`src/rtl/uart_rx_cmd_ctrl.sv`:
```
// uart_rx_cmd_ctrl: parses sync/addr/data/checksum frames from a UART byte
// stream into one-cycle register write strobes; aborted frames are counted.
`default_nettype none

module uart_rx_cmd_ctrl #(
  parameter int         fclk          = 50_000_000,
  parameter int         baud          = 115_200,
  parameter int         TIMEOUT_CHARS = 4,
  parameter logic [7:0] SYNC_BYTE     = 8'hA5
) (
  input  logic       clk50m,
  input  logic       rst_n,
  input  logic [7:0] rx_data,
  input  logic       rx_ready,
  input  logic       rx_error,
  output logic [7:0] reg_addr,
  output logic [7:0] reg_wdata,
  output logic       reg_we,
  output logic       frame_err,
  output logic [7:0] err_cnt,
  output logic       busy
);

  localparam int              TO_LIM  = TIMEOUT_CHARS * 10 * (fclk / baud) - 1;
  localparam int              TO_W    = $clog2(TO_LIM + 1);
  localparam logic [TO_W-1:0] TO_LOAD = TO_W'(TO_LIM);
  localparam logic [TO_W-1:0] TO_ONE  = TO_W'(1);

  typedef enum logic [2:0] {SYNC, ADDR, DATA, CHK, WRITE} state_t;

  state_t          state;
  state_t          state_nx;
  logic            rdy_q;
  logic            byte_evt;
  logic            clean_evt;
  logic            to_expired;
  logic            abort;
  logic            accept;
  logic [7:0]      addr_sh;
  logic [7:0]      data_sh;
  logic [TO_W-1:0] to_cnt;

  // A byte is complete on the rising edge of the receiver's ready level.
  assign byte_evt   = rx_ready & ~rdy_q;
  assign clean_evt  = byte_evt & ~rx_error;
  assign to_expired = (to_cnt == '0);
  assign busy       = (state != SYNC);

  always_ff @(posedge clk50m or negedge rst_n) begin
    if (!rst_n) begin
      state <= SYNC;
    end else begin
      state <= state_nx;
    end
  end

  always_comb begin
    state_nx = state;
    abort    = 1'b0;
    accept   = 1'b0;
    case (state)
      SYNC: begin
        if (clean_evt && (rx_data == SYNC_BYTE)) begin
          state_nx = ADDR;
        end
      end
      ADDR, DATA, CHK: begin
        // A byte arriving in the expiry cycle takes priority over the timeout.
        if (byte_evt) begin
          if (rx_error) begin
            abort = 1'b1;
          end else if (state == ADDR) begin
            state_nx = DATA;
          end else if (state == DATA) begin
            state_nx = CHK;
          end else if (rx_data == (SYNC_BYTE ^ addr_sh ^ data_sh)) begin
            state_nx = WRITE;
            accept   = 1'b1;
          end else begin
            abort = 1'b1;
          end
        end else if (to_expired) begin
          abort = 1'b1;
        end
        if (abort) begin
          state_nx = SYNC;
        end
      end
      WRITE:   state_nx = SYNC;
      default: state_nx = SYNC;
    endcase
  end

  always_ff @(posedge clk50m or negedge rst_n) begin
    if (!rst_n) begin
      rdy_q     <= 1'b0;
      addr_sh   <= 8'h00;
      data_sh   <= 8'h00;
      reg_addr  <= 8'h00;
      reg_wdata <= 8'h00;
      reg_we    <= 1'b0;
      frame_err <= 1'b0;
      err_cnt   <= 8'h00;
      to_cnt    <= TO_LOAD;
    end else begin
      rdy_q     <= rx_ready;
      reg_we    <= accept;
      frame_err <= abort;
      if (abort && (err_cnt != 8'hFF)) begin
        err_cnt <= err_cnt + 8'd1;
      end
      if (clean_evt && (state == ADDR)) begin
        addr_sh <= rx_data;
      end
      if (clean_evt && (state == DATA)) begin
        data_sh <= rx_data;
      end
      // Outputs are published on the edge into WRITE so they are valid with reg_we.
      if (accept) begin
        reg_addr  <= addr_sh;
        reg_wdata <= data_sh;
      end
      if (byte_evt || (state == SYNC)) begin
        to_cnt <= TO_LOAD;
      end else if ((state != WRITE) && !to_expired) begin
        to_cnt <= to_cnt - TO_ONE;
      end
    end
  end

endmodule

`default_nettype wire

```
`config.mk`:
```
export PLATFORM = sky130hd
export DESIGN_NAME = uart_rx_cmd_ctrl
export DESIGN_NICKNAME = d
export VERILOG_FILES = /design/src/rtl/uart_rx_cmd_ctrl.sv
export SDC_FILE = /design/constraint.sdc
export NUM_CORES = 1
export LEC_CHECK = 0
export CORE_ASPECT_RATIO = 0.8
export CORE_MARGIN = 2
export CORE_UTILIZATION = 60
export CTS_CLUSTER_SIZE = 20
export DETAILED_ROUTE_END_ITERATION = 6
export DONT_BUFFER_PORTS = 1
export PLACE_DENSITY = 0.79
export RECOVER_POWER = 100
export SLEW_MARGIN = 0
export SYNTH_ARGS = -nofsm -noshare
export SYNTH_HDL_FRONTEND = slang
export SYNTH_SLANG_ARGS = --single-unit
```
`constraint.sdc`:
```
create_clock -name clk50m -period 4.5 [get_ports clk50m]
set_clock_uncertainty 0.1 [all_clocks]
set_input_delay 1.125 -clock clk50m [delete_from_list [all_inputs] [get_ports clk50m]]
set_output_delay 1.125 -clock clk50m [all_outputs]
set_load 0.005 [all_outputs]
```
-- Yosys cells after proc, flatten, opt, wreduce, memory -nomap -nowiden
Cells that the tools add are included.
- register bits: 61
- output and inout bits: 27
- add/sub/neg operators: 2
- eq/ne operators: 11
- mux-type cells: 24
- bitwise logic cells: 6
- reductions and logical operators: 13
- operators by type and width (operator ; count):
    $mux W15 ; 2
    $mux W3 ; 7
    $logic_not A15 Y1 ; 1
    $sub A15 B1 Y15 const B ; 1
    $mux W1 ; 14
    $ne A3 B3 Y1 const B ; 3
    $add A8 B1 Y8 const B ; 1
    $eq A8 B8 Y1 ; 1
    $eq A8 B8 Y1 const B ; 1
    $ne A8 B8 Y1 const B ; 1
    $xor A8 B8 Y8 ; 1
    $eq A3 B2 Y1 const B ; 2
    $pmux W3 S2 ; 1
    $logic_and A1 B1 Y1 ; 5
    $ne A5 B5 Y1 const B ; 1
    $not A4 Y4 ; 1
    $reduce_and A4 Y1 ; 1
    $eq A3 B1 Y1 const B ; 1
    $logic_not A3 Y1 ; 1
    $reduce_bool A3 Y1 ; 1
    $reduce_or A3 Y1 ; 1
    $and A1 B1 Y1 ; 2
    $ne A2 B2 Y1 const B ; 1
    $not A1 Y1 ; 2
    other kinds (3) ; 3

-- Depth between registers and ports, before layout
- depth after elaboration: 11
- depth in mapped cells: 8

-- Least setup slack after synthesis
OpenSTA, ideal clock, no wires.
- path kind: input to register
- from: in rx_error
- to: reg reg_wdata[6]
- setup time: 0.125 ns
- data arrival time: 2.840 ns
- data required time: 4.275 ns
- path slack: 1.435 ns
- cell stages on the path: 8
- path buffers: 3
- path through: or3b_1 nor3_1 and4b_1 buf_4 and4_1 buf_4 buf_6 mux2_2
- word-level cells in the longest chain between the ends: 3
- RTL lines (what ; RTL line ; source):
    from (decl) ; 15 ; input logic rx_error,
    $mux W1 ; 70 ; if (rx_error) begin
    $mux W1 ; 69 ; if (byte_evt) begin
    $mux W1 ; 61 ; case (state)
    to (signal assigned) ; 121 ; reg_wdata <= data_sh;
    to (decl) ; 17 ; output logic [7:0] reg_wdata,
Every way passes these cells.
A chain may end at the register's enable or synchronous reset.

-- Worst setup path after layout
- from: in rx_error
- to: reg reg_addr[4]
- word-level cells in the longest chain between the ends: 3
- RTL lines (what ; RTL line ; source):
    $mux W1 ; 70 ;
    $mux W1 ; 69 ;
    $mux W1 ; 61 ;
    to (signal assigned) ; 120 ; reg_addr <= addr_sh;
    to (decl) ; 16 ; output logic [7:0] reg_addr,
Every way passes these cells.

==> qor.txt <==
FLOORPLAN
--------------------------------------------------------------------------------------------------
Standard cell core area                                                               0.00492 mm^2
Die W                                                                                      83.1 um
Die Outline Area                                                                      0.00559 mm^2
Starting density of the core                                                                 0.611
Number of placement rows                                                                        23
Vert. Die Dim                                                                              67.3 um
Number of ports placed on the die boundary                                                      39

CRITICAL PATH
--------------------------------------------------------------------------------------------------
Element type at the critical path end                                                    flip-flop
Arrival time of data at the critical path endpoint                                         3390 ps
Required time at the endpoint of the critical path                                         4620 ps
Cell with the largest stage delay on the worst path                                         and4_1
Type of element launching the critical path                                           primary input
Maximum fanout along the worst path                                                             16
Largest stage delay, worst path                                                             780 ps
Buf+Inv Stages, Crit Path                                                                        0
Critical path cell sequence                                                           or3b_1 > nor3_1 > and4b_1 > and4_1 > mux2_2
Worst Path Class, Setup                                                                     in2reg
Cell class contributing the biggest share of worst-path delay                         simple AND/OR/NAND/NOR gates

STA
--------------------------------------------------------------------------------------------------
Count of endpoints failing hold in the final timing report                                       0
Max Fclk                                                                                 0.306 GHz
Least setup slack across all paths after layout                                            1230 ps
Worst Max-Slew Pin Slew                                                                     857 ps
Count of pins over their slew limit                                                              0
RSZ-0062 raised after global routing                                                            no
Clock period minus worst slack                                                             3270 ps
Number of setup violations in the final report                                                   0
Tcrit/Tclk final                                                                             0.727
Total Negative Setup Slacks                                                                   0 ps
Worst slew slack as a fraction of its limit                                                  0.421

ROUTE
--------------------------------------------------------------------------------------------------
DRC violation count after routing                                                                0
Ratio of routed vias to standard cells                                                        5.97
Routed vias                                                                                   1832
Antenna-violating nets left                                                                      0
Aggregate routed wire length                                                               5.18 mm
WL/cell                                                                                    16.9 um
DRT iter0 DRCs                                                                                  73
Detailed Routing Iterations Pass 1                                                               4

YOSYS
--------------------------------------------------------------------------------------------------
Number of enable-type register cells in the synthesized netlist                                  0
Post-synthesis async set-or-reset flop share                                                  1.00
Syn Inst Count                                                                                 238
Flip-flop and latch count after synthesis                                                       61
Cell variety after synth                                                                        46
Sequential-to-total area share from yosys stat                                               0.512
Most common flop cell mapped by yosys                                                      dfrtp_1
Yosys Warn Count                                                                                 0
Summed instance area of the synthesized netlist                                       0.00301 mm^2
Synthesized Nets                                                                               252
Post-synthesis area per instance                                                         12.6 um^2

PWR
--------------------------------------------------------------------------------------------------
Pwr Density                                                                            328 mW/mm^2
Peak ir drop on the vdd network                                                             252 uV
Overall power after layout                                                               0.00104 W
Leak Pwr                                                                                   1.46 nW

CLOCK TREE
--------------------------------------------------------------------------------------------------
Post-CTS Hold Buffers                                                                            0
Clock buffers created by TritonCTS                                                               9
Post-CTS setup buffers                                                                           0
TritonCTS clock tree                                                                          done
Buffer depth of the longest clock path                                                           2
Gates resized, CTS repair                                                                        0
Later-pin clock latency in the skew report                                                  330 ps
H-tree levels                                                                                    3
CTS Root Buffer Type                                                                      clkbuf_8
Number of clock sinks                                                                           61
Clock transition time at the flip-flop clock pins of the worst setup and hold paths          60 ps

GRT
--------------------------------------------------------------------------------------------------
Number of antenna violations at the first check in global routing                                0
Remaining global-route overflow                                                                  0
Via count of the first global-routing pass                                                    1798
Pin count of the biggest net entering global routing                                            62
Wire length of the first global-routing pass                                               8.85 mm
Total Routing Usage GR                                                                       0.208

LAYOUT
--------------------------------------------------------------------------------------------------
Share of layout cells above drive strength 1                                                 0.196
Net count of the finished layout                                                               256
Multi-input combinational cell area                                                   0.00136 mm^2
Total inserted antenna cells                                                                     0
Area overhead of the layout relative to synthesis                                            5.33%
Number of fillers in the final layout                                                          375
Sequential cell area in the final layout                                              0.00154 mm^2
Final standard cell utilization of the core                                                  0.643
Filler-free cell count of the finished design                                                  307

PLACE
--------------------------------------------------------------------------------------------------
Sum of net half-perimeters after detailed placement                                        3.59 mm
Setup WS pre-CTS                                                                            805 ps
Buffers on Ports                                                                                 0
Count of placed standard cells including taps                                                  293
Routability congestion estimate                                                              0.826

JOB
--------------------------------------------------------------------------------------------------
Max-Cap Viols                                                                                    0

HOLD PATH
--------------------------------------------------------------------------------------------------
Type of the tightest min-delay check                                                      in2async

STATUS
--------------------------------------------------------------------------------------------------
Status                                                                                finished clean

-- registers in the layout, indices dropped and copies added (netlist names), 3 cells and up --
register / count
reg_addr: 8
reg_wdata: 8
data_sh: 8
state: 3
to_cnt: 15
err_cnt: 8
addr_sh: 8
-- routing by layer --
| metal | vias up | part of all wire | track usage | wire length [um] |
|---|---|---|---|---|
| met1 | 920 | 0.48 | 0.258 | 2480 |
| met2 | 41 | 0.44 | 0.322 | 2280 |
| met5 | - | 0 | 0 | 0 |
| met4 | 0 | 0.018 | 0.105 | 91 |
| li1 | 862 | - | - | - |
| met3 | 9 | 0.064 | 0.0856 | 334 |
-- stage by stage --
step | instance area [um^2] | hold WS [ps]
2_1_floorplan | 3010 | 364
3_3_place_gp | 3030 | 383
3_5_place_dp | 3030 | 386
4_1_cts | 3210 | 369
5_1_grt | 3170 | 357
6_report | 3170 | 382
-- final cells by class --
| cell class | instances | area share |
|---|---|---|
| clock buffers | 12 | 0.0458 |
| clock inverters | 2 | 0.0111 |
| inverters | 3 | 0.00356 |
| multi-input cells | 167 | 0.429 |
| flip-flops and latches | 61 | 0.486 |
| well taps | 62 | 0.0245 |
-- cells in the final DEF, fill, tap and decap left out, drive strengths merged, types with 7 or more instances in the layout --
master / n
nand2: 17
xor2: 10
dfrtp: 52
xnor2: 9
dfstp: 9
nor4: 7
clkbuf: 12
nor3: 13
mux2: 34
nor2: 18
-- cells by family after synthesis --
family,Yosys count,share of synthesized area
DFF,61,0.512
muxes,34,0.127
adders and majority gates,2,0.00833
AOI/OAI and AO/OA,12,0.0312
and+or+nand+nor,92,0.185
xor gates and xnor gates,27,0.116
buffers and inverters,10,0.0204
-- final timing paths --
kind | start | cells after the start | slack (ps) | endpoint
worst max-delay path | rx_error | 5 | 1230 | reg_addr[4]
max in group asynchronous | rst_n | 0 | 3730 | to_cnt[8]
worst max register to register | to_cnt[6] | 5 | 1570 | err_cnt[1]
min in group clk50m | to_cnt[14] | 2 | 400 | to_cnt[14]
worst min register to register | to_cnt[14] | 2 | 400 | to_cnt[14]
worst min-delay path | rst_n | 0 | 380 | err_cnt[4]
-- Yosys cell counts, types with 2 or more instances --
master / instances / share of area
a21oi_1: 3 / 0.0050
and3_1: 2 / 0.0042
buf_4: 2 / 0.0050
buf_6: 2 / 0.0075
clkbuf_1: 2 / 0.0025
dfrtp_1: 52 / 0.43
dfstp_2: 9 / 0.079
ha_1: 2 / 0.0083
inv_1: 2 / 0.0025
mux2_1: 11 / 0.041
mux2_2: 23 / 0.086
nand2_1: 17 / 0.021
nand2b_1: 2 / 0.0042
nand3_1: 6 / 0.010
nand3b_1: 3 / 0.0075
nand4_1: 3 / 0.0062
nor2_1: 18 / 0.022
nor2b_1: 2 / 0.0042
nor3_1: 13 / 0.022
nor3b_1: 2 / 0.0050
nor4_1: 5 / 0.010
nor4_4: 2 / 0.014
nor4b_1: 4 / 0.012
o21ai_0: 2 / 0.0033
or4_1: 3 / 0.0075
or4_4: 3 / 0.011
xnor2_1: 9 / 0.026
xnor3_1: 6 / 0.045
xor2_1: 10 / 0.029
xor3_1: 2 / 0.016
-- report_power, final --
group,switching [W],leakage (nW),internal (W)
clock,0.000190,0.0923,0.000264
sequential,0.00000562,0.817,0.000554
combinational,0.00000990,0.553,0.0000153
No activity file was read; power rests on OpenSTA's default activity.
